==> config.mk <==
export PLATFORM = sky130hd
export DESIGN_NAME = pattern_loader
export DESIGN_NICKNAME = d
export VERILOG_FILES = /design/src/rtl/pattern_loader.sv
export SDC_FILE = /design/constraint.sdc
export NUM_CORES = 1
export LEC_CHECK = 0
export BUFFER_PORTS_ARGS = -buffer_cell sky130_fd_sc_hd__buf_4
export CORE_UTILIZATION = 25
export CTS_CLUSTER_DIAMETER = 200
export DETAILED_ROUTE_END_ITERATION = 12
export PLACE_DENSITY = 0.48
export SLEW_MARGIN = 20
export SYNTH_ARGS = -nofsm -noshare
export SYNTH_HDL_FRONTEND = slang
export SYNTH_SLANG_ARGS = --single-unit
==> constraint.sdc <==
create_clock -name sclk -period 7.4 [get_ports sclk]
set_input_delay 1.48 -clock sclk [delete_from_list [all_inputs] [get_ports sclk]]
set_output_delay 1.48 -clock sclk [all_outputs]
set_load 0.01 [all_outputs]
==> src/rtl/pattern_loader.sv <==
// Serial loader for the pattern shift chain: shifts a host-written byte image MSB-first, framed by ssel.
// Optional readback check of the old chain contents against the last loaded image: define PATTERN_VERIFY_EN.
module pattern_loader #(
    parameter int NBYTES = 27,
    parameter int AW     = 5,
    parameter int CW     = 8
) (
    input  logic          sclk,
    input  logic          rst_n,
    input  logic          wr_en,
    input  logic [AW-1:0] wr_addr,
    input  logic [7:0]    wr_data,
    input  logic          start,
    output logic          busy,
    output logic          done,
    output logic          sdo,
    output logic          sen,
    output logic          ssel,
    input  logic          sdi,
    output logic          verify_err
);

    localparam logic [1:0]    S_IDLE  = 2'd0;
    localparam logic [1:0]    S_SHIFT = 2'd1;
    localparam logic [1:0]    S_DONE  = 2'd2;
    localparam logic [CW-1:0] LAST_T  = CW'(NBYTES * 8 - 1);

    logic [7:0]    image_q [NBYTES];
    logic [7:0]    image_d [NBYTES];
    logic [1:0]    state_q, state_d;
    logic [CW-1:0] cnt_q, cnt_d;
    logic          sdo_q, sdo_d;
    logic          sen_q, sen_d;
    logic          done_q, done_d;

    // Shift index t selects image byte NBYTES-1-t/8, bit 7-t%8.
    function automatic logic [AW-1:0] byte_of(input logic [CW-1:0] t);
        byte_of = AW'(NBYTES - 1 - int'(t[CW-1:3]));
    endfunction

    function automatic logic [2:0] bit_of(input logic [CW-1:0] t);
        bit_of = ~t[2:0];
    endfunction

    always_comb begin
        image_d = image_q;
        state_d = state_q;
        cnt_d   = cnt_q;
        sdo_d   = 1'b0;
        sen_d   = 1'b0;
        done_d  = 1'b0;

        // busy freezes the image; a write on the start edge still lands in that load.
        if (wr_en && !sen_q && (int'(wr_addr) < NBYTES)) begin
            image_d[wr_addr] = wr_data;
        end

        case (state_q)
            S_IDLE: begin
                if (start) begin
                    state_d = S_SHIFT;
                    cnt_d   = '0;
                    sen_d   = 1'b1;
                    sdo_d   = image_d[byte_of('0)][bit_of('0)];
                end
            end
            S_SHIFT: begin
                if (cnt_q == LAST_T) begin
                    state_d = S_DONE;
                    done_d  = 1'b1;
                end else begin
                    cnt_d = cnt_q + 1'b1;
                    sen_d = 1'b1;
                    sdo_d = image_q[byte_of(cnt_d)][bit_of(cnt_d)];
                end
            end
            S_DONE: begin
                state_d = S_IDLE;
                cnt_d   = '0;
            end
            default: begin
                state_d = S_IDLE;
                cnt_d   = '0;
            end
        endcase
    end

    always_ff @(posedge sclk or negedge rst_n) begin
        if (!rst_n) begin
            for (int k = 0; k < NBYTES; k++) image_q[k] <= 8'h00;
            state_q <= S_IDLE;
            cnt_q   <= '0;
            sdo_q   <= 1'b0;
            sen_q   <= 1'b0;
            done_q  <= 1'b0;
        end else begin
            image_q <= image_d;
            state_q <= state_d;
            cnt_q   <= cnt_d;
            sdo_q   <= sdo_d;
            sen_q   <= sen_d;
            done_q  <= done_d;
        end
    end

    assign sdo  = sdo_q;
    assign sen  = sen_q;
    assign ssel = sen_q;
    assign busy = sen_q;
    assign done = done_q;

`ifdef PATTERN_VERIFY_EN
    logic [7:0] shadow_q [NBYTES];
    logic [7:0] shadow_d [NBYTES];
    logic       armed_q, armed_d;
    logic       verify_err_q, verify_err_d;

    // sdi carries the old chain bit leaving sout, which lines up with shadow bit t.
    always_comb begin
        shadow_d     = shadow_q;
        armed_d      = armed_q;
        verify_err_d = verify_err_q;
        if ((state_q == S_IDLE) && start) begin
            verify_err_d = 1'b0;
        end else if (sen_q && armed_q &&
                     (sdi != shadow_q[byte_of(cnt_q)][bit_of(cnt_q)])) begin
            verify_err_d = 1'b1;
        end
        if (done_d) begin
            shadow_d = image_q;
            armed_d  = 1'b1;
        end
    end

    always_ff @(posedge sclk or negedge rst_n) begin
        if (!rst_n) begin
            for (int k = 0; k < NBYTES; k++) shadow_q[k] <= 8'h00;
            armed_q      <= 1'b0;
            verify_err_q <= 1'b0;
        end else begin
            shadow_q     <= shadow_d;
            armed_q      <= armed_d;
            verify_err_q <= verify_err_d;
        end
    end

    assign verify_err = verify_err_q;
`else
    logic unused_sdi;
    assign unused_sdi = sdi;
    assign verify_err = 1'b0;
`endif

endmodule

======== Word-level counts from Yosys, hierarchy flattened ========
Cells that the tools add are included.
cells by class
  add/sub/neg operators ................... 2
  order comparisons ....................... 5
  equality and inequality tests ........... 5
  mux-type cells .......................... 23
  bitwise gates (word level) .............. 3
  reduce and logical (&&, ||, !) cells .... 7
operators by type and width
  operator               count
  $bwmux W216            1
  $mux W8                6
  $bmux W8 S5            1
  $demux W8 S5           1
  $pmux W8 S2            1
  $ge A6 B6 Y1 const B   2
  $not A5 Y6             2
  $add A8 B1 Y8 const B  1
  $eq A8 B8 Y1 const B   1
  $mux W1                7
  $lt A6 B1 Y1 const B   1
  $ne A2 B2 Y1 const B   3
  $lt A5 B5 Y1 const B   1
  $sub A5 B5 Y5 const A  1
  $lt A3 B4 Y1 const B   1
  $mux W2                2
  $pmux W1 S2            2
  $pmux W2 S2            1
  $reduce_and A2 Y1      2
  $bmux W1 S3            1
  $logic_and A1 B1 Y1    3
  $not A3 Y3             1
  $eq A2 B1 Y1 const B   1
  $logic_not A2 Y1       1
  $logic_not A1 Y1       1
word-level totals
  register bits after elaboration ......... 229
  input port bits ......................... 18
  output and inout port bits .............. 6
  logic and storage cells ................. 78

======== Depth between registers and ports, before layout ========
Gate-level depths: netlist of run 1.
  word-level depth ........................ 10
  depth in mapped cells ................... 15
  depth with buffers taken out ............ 13

======== Worst setup path before layout of run 1 ========
Ideal clock, no wire load.
  path type ............................... flip-flop to flip-flop
  from .................................... register cnt_q[2]
  to ...................................... register sdo_q (netlist: sdo)
  setup time .............................. 139 ps
  arrival ................................. 3548 ps
  required time ........................... 7261 ps
  path slack .............................. 3713 ps
  cell stages (with the launch flop) ...... 13
  clock period less this slack ............ 3687 ps
  cells stage by stage .................... dfrtp_1 buf_4 nand3_2 xor2_1 buf_4 inv_1 ha_1 clkbuf_1 clkbuf_1 mux4_2 a2111oi_0 nor3_1 or4_1
on the way
  cells in the longest elaborated chain, start to end .. 10
  elaborated cells on any way between the ends .. 12
  those cells by class .................... add/sub (2); eq/ne (1); mux (7); bitwise (2)
ends and longest elaborated chain
  element                                     RTL line  text
  start: declaration                          31        logic [CW-1:0] cnt_q, cnt_d;
  start signal: assignment                    99        cnt_q <= cnt_d;
  $add A8 B1 Y8                               72        cnt_d = cnt_q + 1'b1;
  $sub A5 B5 Y5                               38        byte_of = AW'(NBYTES - 1 - int'(t[CW-1:3]));
  $not A5 Y6 (implied by the code)            74        sdo_d = image_q[byte_of(cnt_d)][bit_of(cnt_d)];
  $bmux W8 S5                                 74
  $mux W8 (implied by the code) (2 in a row)  74
  $bmux W1 S3                                 74
  $mux W1 (implied by the code)               74
  $mux W1 *                                   68        if (cnt_q == LAST_T) begin
  $pmux W1 S2 *                               58        case (state_q)
  via sdo_d                                   32        logic sdo_q, sdo_d;
  end signal: assignment                      100       sdo_q <= sdo_d;
  end: declaration                            32
Mark *: on every way through the listed nets, which the timed path passes. The rest lies on a longest branch. The select of a mux whose other input is x is not followed.
A chain may end at the register's enable or synchronous reset.

======== Worst setup path in the final report of run 1 ========
  from .................................... register cnt_q[0]
  to ...................................... register sdo_q (netlist: sdo)
Same word-level chain as after synthesis.

==> results of run 1 <==
==> state kept, by name, indices dropped and copies added, names as in the netlist <==
name     count
sdo          1
image_q    216
cnt_q        8
done         1
state_q      2
busy         1
==> metrics by stage <==
stage	hold WS (ns)	util, %
2_1_floorplan	0.455	-
3_3_place_gp	0.482	27.1
3_5_place_dp	0.477	27.1
4_1_cts	0.487	29.3
5_1_grt	0.505	29.3
6_report	0.488	29.3
==> logic make-up after synthesis <==
group / synth area share, %
AND/OR/NAND/NOR: 6.83
AO/OA/AOI/OAI: 3.14
adder cells (fa/ha/maj): 0.229
XOR/XNOR: 1.15
multiplexers: 33.6
other: 0.0344
flip-flops: 52.5
buffers and inverters: 2.53
==> cell usage after synthesis, types with 5 or more instances <==
cell type and instances:
dfrtp_1 229, mux2_2 222, nand2_1 72, mux4_2 48
clkbuf_1 36, nor2_1 24, o21ai_0 13, nand3_1 12
buf_4 8, mux2i_1 8, inv_1 6, a211oi_1 5
and2_1 5, buf_2 5, nand4_1 5, nor3_1 5
==> layout make-up <==
type	count	area [sq um]	share of cell area, %
tap	585	732	5.80
multi-input combinational	495	4920	39.0
timing repair buffer	30	258	2.04
clock buffer	46	880	6.97
inverter	6	22.5	0.178
clock inverter	6	80.1	0.634
sequential	229	5730	45.4
==> power by group <==
group | switching, mW | internal [mW] | leakage, nW | total, mW
clock | 0.527 | 0.874 | 0.475 | 1.40
sequential | 0.0621 | 1.31 | 3.16 | 1.37
combinational | 0.908 | 0.531 | 2.19 | 1.44
==> worst max path at each step <==
stage | endpoint | cells after the start | from
final | sdo | 10 | cnt_q[0]
after global routing | sdo | 10 | cnt_q[0]
after CTS | sdo | 10 | cnt_q[0]
after detailed placement | sdo | 10 | cnt_q[0]
after global placement | sdo | 10 | cnt_q[0]
after floorplan | sdo | 12 | cnt_q[2]
==> metal layers <==
metal	GRT usage, %	vias up	wire [um]
met5	0	-	0
met4	3.17	0	516
met3	1.55	42	996
met2	19.5	136	12400
met1	18.8	3522	13200
li1	-	2891	-
==> critical path, cell delays in order, from the launching register on <==
cell       delay (ns)
dfrtp_1          0.69
nand3_2          0.24
xor2_4           0.17
buf_4            0.49
inv_1            0.32
ha_2             0.76
buf_12           0.32
mux4_2           0.38
a2111oi_0        0.78
nor3_1           0.13
or4_1            0.56
==> impl_metrics.toml, run 1 <==
[outcome]
status = "completed"

[place]
port_buffers = 21
routabilityCongestion = 0.797
dp_cells = 1345
place_area_sq_um = 11700
dp_slack_ns = 2.50
hpwl_um = 16800

[detailed_routing]
firstDrtPassIters = 5
wl_per_cell_um = 19.4
post-route-drc-count = 0
drt-initial-drc-count = 342
num_vias = 6591
ant_nets = 0
via_per_inst = 4.72
routed_wl_um = 27100

[global_route]
grt_pass1_wl_um = 43100
grt.overflow.total = 0
antenna_found_initial = 0
grt_pass1_vias = 6831
grt.total_usage_pct = 12.7
grt_max_degree = 135

[synthesis]
synth_cells = 782
synthArstFlopShare_pct = 100
synth_seq_cells = 229
synth_area_per_cell_sq_um = 14.0
netlist_area_sq_um = 10900
ys.flop_type = "dfrtp_1"
ys_seq_area_share_pct = 52.5
post-synth-top-area-cell = "dfrtp_1"
synth_nets = 802
ys_types = 53
synth_top_area_share_pct = 52.5
yosys_warnings = 0
synth.area.top_cells = "dfrtp_1, mux2_2, mux4_2, nand2_1, clkbuf_1"
synth_edf_count = 0

[pwr]
p_leak_nw = 5.82
vdd_drop_max_uv = 364
p_total_mw = 4.21
pwr_density_cell_nw_per_um2 = 333

[floorplan]
die_w_um = 211
boundaryPins = 24
num_rows = 76
fp.coreArea_sq_um = 43100
dieArea_sq_um = 44500
dieHeight_um = 211
initial_core_util_pct = 25.3

[clock_network]
cts_buffers = 28
clock_sinks = 229
ctsResizeCount = 0
cts_setup_buffers = 0
cts_root_buf = "clkbuf_16"
cts_buffer_depth = 3
cts_tree = "done"
htreeDepth = 1
postCtsHoldBufs = 0
clock_latency_ns = 0.54
clkTransAtPathRegs_ns = 0.06

[timing]
clock_skew_ns = 0.0110
worst_pin_slew_ns = 1.02
period_share_pct = 68.0
drv_slew = 0
rsz0062_at_grt = "false"
slew_headroom_pct = 31.7
final-hold-violation-count = 0
period_needed_ns = 5.03
setup_violations = 0
worst_slack_ns = 2.37
tns_ns = 0
fmax_ghz = 0.199

[hold_path]
worstHoldStart = "state_q[1]"
hold_class = "flop to flop"
hold-path-endpoint = "state_q[0]"
min_path_cells = 1

[worst_setup_path]
worstReg2RegStart = "cnt_q[0]"
r2r_slack_ns = 2.37
worstRegToRegCells = 10
critPathCaptureType = "flop"
critical_path_arrival_ns = 5.42
crit_fanout = 41
r2r_end = "sdo"
cp.required_ns = 7.79
critPathLaunchType = "flop"
criticalPathCategory = "flop to flop"

[layout]
layout_commonest_cell = "dfrtp_1"
final_cells = 1397
syn_to_final_growth_pct = 15.7
drive_gt1_share_pct = 43.8
final_nets = 810
diodes = 0
final_cell_area_sq_um = 12600
fillers = 4356
final_cell_mix = "dfrtp_1, mux2_2, nand2_1, mux4_2, clkbuf_16"

[run]
maxCapViolCount = 0
Power figures use the tool's default switching activity.
==> run 2: changes to the inputs <==
--- a/config.mk
+++ b/config.mk
@@ -5,6 +5,7 @@
 export SDC_FILE = /design/constraint.sdc
 export NUM_CORES = 1
 export LEC_CHECK = 0
+export ABC_AREA = 1
 export BUFFER_PORTS_ARGS = -buffer_cell sky130_fd_sc_hd__buf_4
 export CORE_UTILIZATION = 25
 export CTS_CLUSTER_DIAMETER = 200
==> constraint.sdc (replaced) <==
create_clock -name sclk -period 4.9 [get_ports sclk]
set_input_delay 0.98 -clock sclk [delete_from_list [all_inputs] [get_ports sclk]]
set_output_delay 0.98 -clock sclk [all_outputs]
set_load 0.01 [all_outputs]
==> run 2 against run 1 <==
Effect of this change: synthesized cell count rose by 76%; final cell count increased by 37%; sequential share of layout area is 0.95 points higher; area after synthesis is 1.0% lower; cell area shrank 2.1%; die area fell by 1.0%; sequential power increased by 39%; highest routed layer unchanged.
==> impl_metrics.toml, run 2 <==
[synthesis]
post-synth-top-area-cell = "dfrtp_1"
synth_seq_cells = 229
ys_types = 27
synth_top_family_by_area = "simple AND/OR/NAND/NOR gates"
synth_top_area_share_pct = 53.1
synth_common_cells = "nand2_1, dfrtp_1, o21ai_0"
synth_area_per_cell_sq_um = 7.84
netlist_area_sq_um = 10800
synthArstFlopShare_pct = 100
synth_most_common_cell = "nand2_1"
ys.flop_type = "dfrtp_1"
synth_edf_count = 0
synth_nets = 1397
synth_cells = 1377
synthMuxAreaShare_pct = 0
ys_seq_area_share_pct = 53.1
synth.area.top_cells = "dfrtp_1, nand2_1, o21ai_0, nand3_1, clkbuf_1"
synth_adder_area_share_pct = 0.232
synth_compound_area_share_pct = 11.1
yosys_warnings = 0
synth-simple-area-share_pct = 30.5
synth_xor_area_share_pct = 0

[floorplan]
num_rows = 75
dieArea_sq_um = 44000
initial_core_util_pct = 25.6
dieHeight_um = 210
die_w_um = 210
boundaryPins = 24
fp.coreArea_sq_um = 42200

[timing]
period_needed_ns = 3.40
setup_violations = 0
rsz0062_at_grt = "false"
slew_headroom_pct = 29.3
final-hold-violation-count = 0
drv_slew = 0
fmax_ghz = 0.294
clock_skew_ns = 0.0126
worst_pin_slew_ns = 1.06
tns_ns = 0
period_share_pct = 69.5

[detailed_routing]
wl_met2_um = 13400
highest-signal-layer = "met4"
via_per_inst = 4.70
routed-wl-met3_um = 1620
num_vias = 8984
post-route-drc-count = 0
met1Wirelength_um = 16100
wl_per_cell_um = 16.6
firstDrtPassIters = 5
ant_nets = 0
routed_wl_um = 31600
drt-initial-drc-count = 816

[clock_network]
cts_buffers = 27
cts_tree = "done"
htreeDepth = 1
postCtsHoldBufs = 0
cts_buffer_depth = 3
cts_setup_buffers = 0
clock_sinks = 229
clock_latency_ns = 0.54
clkTransAtPathRegs_ns = 0.06
ctsResizeCount = 0
cts_root_buf = "clkbuf_16"

[global_route]
grt.total_usage_pct = 14.7
grt_max_degree = 126
antenna_found_initial = 0
grt_pass1_wl_um = 50600
grt.overflow.total = 0
grt_pass1_vias = 8440

[layout]
fillers = 4572
diodes = 0
layout.area.seq_sq_um = 5730
syn_to_final_growth_pct = 14.5
top_regs = "image_q (216), cnt_q (8), state_q (2)"
largest-register = "image_q"
multi_input_area_sq_um = 4540
final_cell_mix = "nand2_1, dfrtp_1, o21ai_0, nand3_1, nor2_1"
final_nets = 1373
postLayoutCoreUtil_pct = 29.3
drive_gt1_share_pct = 7.44
layout_commonest_cell = "nand2_1"
largest_reg_flops = 216

[pwr]
vdd_drop_max_uv = 271
pwr_density_cell_nw_per_um2 = 340
p_leak_nw = 5.42
p_total_mw = 4.21

[outcome]
status = "completed"

[worst_setup_path]
cp.required_ns = 5.37
criticalPathCategory = "flop to flop"
critical_path_arrival_ns = 3.88
crit_fanout = 15
critPathCaptureType = "flop"
critPathLaunchType = "flop"

[hold_path]
hold_class = "input port to asynchronous set/reset pin"

[place]
routabilityCongestion = 0.808
hpwl_um = 19100
port_buffers = 21

[run]
maxCapViolCount = 0
==> run 2: changes by cell type in the layout (fill, tap and decap cells not counted), moves of 5 or more <==
cell	delta
nor2_1	+16
a21oi_1	+21
nand2_2	+6
and2_1	-5
mux2_2	-222
o21ai_0	+192
a211oi_1	-5
mux4_2	-48
nand2_1	+441
o22ai_1	+6
mux2i_1	-8
inv_1	+33
nand3_1	+184
==> run 2: worst max-delay path: stages, from the launching register on <==
cell and delay [ns]:
dfrtp_1 0.55, ha_1 0.27, nand2_1 0.11, inv_1 0.10, nand2_1 0.05, nand2_1 0.08, inv_1 0.07, ha_2 0.54
buf_4 0.31, buf_4 0.25, o21ai_0 0.10, o21ai_0 0.19, nand2_1 0.07, nand2_1 0.07, nand3_1 0.12, nand3_1 0.11
nand3_1 0.08, nand3_1 0.11, nand3_1 0.09, nand2_1 0.06
==> run 2: report_power, final <==
group	internal, mW	total (mW)	switching [mW]
clock network	1.39	2.19	0.801
registers	1.90	1.91	0.00496
logic	0.0231	0.118	0.0947
==> run 2: cell type report <==
type                       instances  area share (%)
sequential                       229            46.3
multi-input combinational       1017            36.7
timing repair buffer              34            2.39
tap                              539            5.45
inverter                          44            1.34
clock buffer                      40            6.50
clock inverter                     7            1.29
==> run 2: path summary, 6_finish.rpt <==
path,cells after the start,end,startpoint,slack [ns]
worst max-delay path,19,sdo,cnt_q[0],1.50
worst min-delay path,1,image_q[152],rst_n,0.31
worst max register to register,19,sdo,cnt_q[0],1.50
worst min register to register,2,image_q[146],image_q[146],0.48
max in group asynchronous,3,image_q[67],rst_n,3.30
min in group sclk,2,image_q[146],image_q[146],0.48
==> run 2: cells by family after synthesis <==
logic type               Yosys count
AND/OR/NAND/NOR                  777
AO/OA/AOI/OAI                    237
flip-flops                       229
buffers and inverters            131
adder cells (fa/ha/maj)            2
other                              1
==> run 2: metrics by stage <==
stage / setup slack, ns / area, sq um / hold slack, ns / instances
after global placement: 1.56 / 11400 / 0.466 / 1862
after detailed placement: 1.54 / 11400 / 0.473 / 1862
after global routing: 1.12 / 12400 / 0.310 / 1910
after CTS: 1.51 / 12300 / 0.488 / 1909
after floorplan: 1.98 / 10800 / 0.448 / 1377
final: 1.50 / 12400 / 0.313 / 1910
==> run 2: layer usage <==
metal	up-vias	GRT usage, %
met5	-	0
met4	0	3.52
met3	40	2.21
met2	209	21.8
met1	4272	22.2
li1	4463	-
==> run 3: changes to the inputs <==
==> constraint.sdc (replaced) <==
create_clock -name sclk -period 3.46 [get_ports sclk]
set_input_delay 0.692 -clock sclk [delete_from_list [all_inputs] [get_ports sclk]]
set_output_delay 0.692 -clock sclk [all_outputs]
set_load 0.01 [all_outputs]
==> run 3 against run 2 <==
Effect of this change: clock skew is 0.0038 ns lower; clock power is 30% higher; via count is 0.86% higher; maximum frequency is 11% higher; non-clock buffer count is 12 higher; sequential share of layout area is 0.20 points lower; count of clock-buffer cells in the layout is 4 lower; global-route usage is 0.22 points higher.
==> impl_metrics.toml, run 3 (synthesis gave the netlist of run 2 again) <==
[floorplan]
num_rows = 75
dieHeight_um = 210
die_w_um = 210
dieArea_sq_um = 44000
boundaryPins = 24
fp.coreArea_sq_um = 42200
initial_core_util_pct = 25.6

[layout]
top_regs = "image_q (216), cnt_q (8), state_q (2)"
final_nets = 1384
largest_reg_flops = 216
final_cell_mix = "nand2_1, dfrtp_1, o21ai_0, nand3_1, nor2_1"
drive_gt1_share_pct = 8.18
diodes = 0
layout_commonest_cell = "nand2_1"
largest-register = "image_q"
syn_to_final_growth_pct = 15.0
final_cell_area_sq_um = 12400

[run]
maxCapViolCount = 0

[pwr]
p_total_mw = 5.72
pwr_density_cell_nw_per_um2 = 460
p_leak_nw = 5.46
vdd_drop_max_uv = 292

[hold_path]
hold_class = "input port to asynchronous set/reset pin"

[worst_setup_path]
critical_path_arrival_ns = 3.54
criticalPathCategory = "flop to flop"
r2r_end = "sdo"
critPathCaptureType = "flop"
worstRegToRegCells = 19
crit_fanout = 24
r2r_slack_ns = 0.38
cp.required_ns = 3.93
worstReg2RegStart = "cnt_q[1]"
critical_path.endpoint = "sdo"
critPathLaunchType = "flop"
crit_start = "cnt_q[1]"

[global_route]
grt.total_usage_pct = 14.9
grt_pass1_vias = 8465
grt_max_degree = 63
grt_pass1_wl_um = 51300
grt.overflow.total = 0
antenna_found_initial = 0

[place]
routabilityCongestion = 0.846
port_buffers = 21
hpwl_um = 19900
place_area_sq_um = 11500

[detailed_routing]
wl_per_cell_um = 16.8
drt-initial-drc-count = 826
post-route-drc-count = 0
num_vias = 9061
routed_wl_um = 32200
ant_nets = 0
firstDrtPassIters = 6
via_per_inst = 4.72

[clock_network]
cts_root_buf = "clkbuf_16"
clock_sinks = 229
cts_tree = "done"
cts_buffer_depth = 3
htreeDepth = 1
clock_latency_ns = 0.54
cts_setup_buffers = 0
clkTransAtPathRegs_ns = 0.07
ctsResizeCount = 0
postCtsHoldBufs = 0
cts_buffers = 26

[timing]
clock_skew_ns = 0.00873
rsz0062_at_grt = "false"
period_needed_ns = 3.08
fmax_ghz = 0.325
worst_pin_slew_ns = 1.03
tns_ns = 0
setup_violations = 0
period_share_pct = 88.9
drv_slew = 0
slew_headroom_pct = 31.6
final-hold-violation-count = 0

[outcome]
status = "completed"
run 3: cell types whose count changed in the layout (fill, tap and decap cells not counted), sizes merged:
| cell | change |
|---|---|
| buf | +12 |
| clkbuf | -4 |
| clkinv | +2 |
| bufinv | -2 |
| inv | +2 |
run 3: worst min path at each step:
stage | cells past startpoint | from | to | slack (ns)
3_3_place_gp | 2 | image_q[12] | image_q[12] | 0.46
5_1_grt | 1 | rst_n | image_q[105] | 0.13
6_report | 1 | rst_n | image_q[176] | 0.1
4_1_cts | 1 | rst_n | image_q[178] | 0.10
3_5_place_dp | 2 | image_q[13] | image_q[13] | 0.47
2_1_floorplan | 0 | rst_n | busy | 0.40
run 3: area by class of cell:
| type | instances | area (sq um) |
|---|---|---|
| Inverter | 44 | 165 |
| Timing Repair Buffer | 46 | 440 |
| Clock buffer | 36 | 749 |
| Tap cell | 539 | 674 |
| Fill cell | 4604 | 29800 |
| Clock inverter | 9 | 124 |
| Sequential cell | 229 | 5730 |
| Multi-Input combinational cell | 1017 | 4540 |
run 3: critical path, stage by stage (launching register included):
cell     delay (ns)
dfrtp_1        0.44
ha_1           0.23
nand2_1        0.13
inv_1          0.07
nand2_1        0.06
nand2_1        0.07
inv_1          0.08
ha_2           0.17
inv_1          0.04
nand3_1        0.12
nand2_2        0.21
inv_2          0.43
nand3_1        0.21
nand3_1        0.14
nand3_1        0.13
nand3_1        0.11
nand3_1        0.07
nand3_1        0.08
nand3_1        0.12
nand2_1        0.09
run 3: per-stage QoR:
step | hold WS [ns] | util (%) | setup slack [ns] | instances
after floorplan | 0.396 | - | 0.542 | 1377
after global placement | 0.464 | 27.3 | 0.453 | 1875
after detailed placement | 0.473 | 27.3 | 0.464 | 1875
after CTS | 0.101 | 29.4 | 0.445 | 1920
after global routing | 0.127 | 29.4 | 0.0877 | 1920
final | 0.0980 | 29.4 | 0.385 | 1920
run 3: power by group:
| group | switching [mW] | leakage (nW) | internal [mW] |
|---|---|---|---|
| combinational | 0.137 | 1.85 | 0.0357 |
| clock | 1.12 | 0.434 | 1.73 |
| sequential | 0.00704 | 3.17 | 2.69 |
| total | 1.26 | 5.46 | 4.45 |
run 3: per-layer routing:
layer	GRT usage [%]	share of wire (%)	vias to the layer above	wire (um)
met5	0	0	-	0
met4	3.67	2.1	0	691
met3	2.12	5.2	48	1670
met2	22.2	42	209	13600
met1	22.5	50	4324	16200
li1	-	-	4480	-
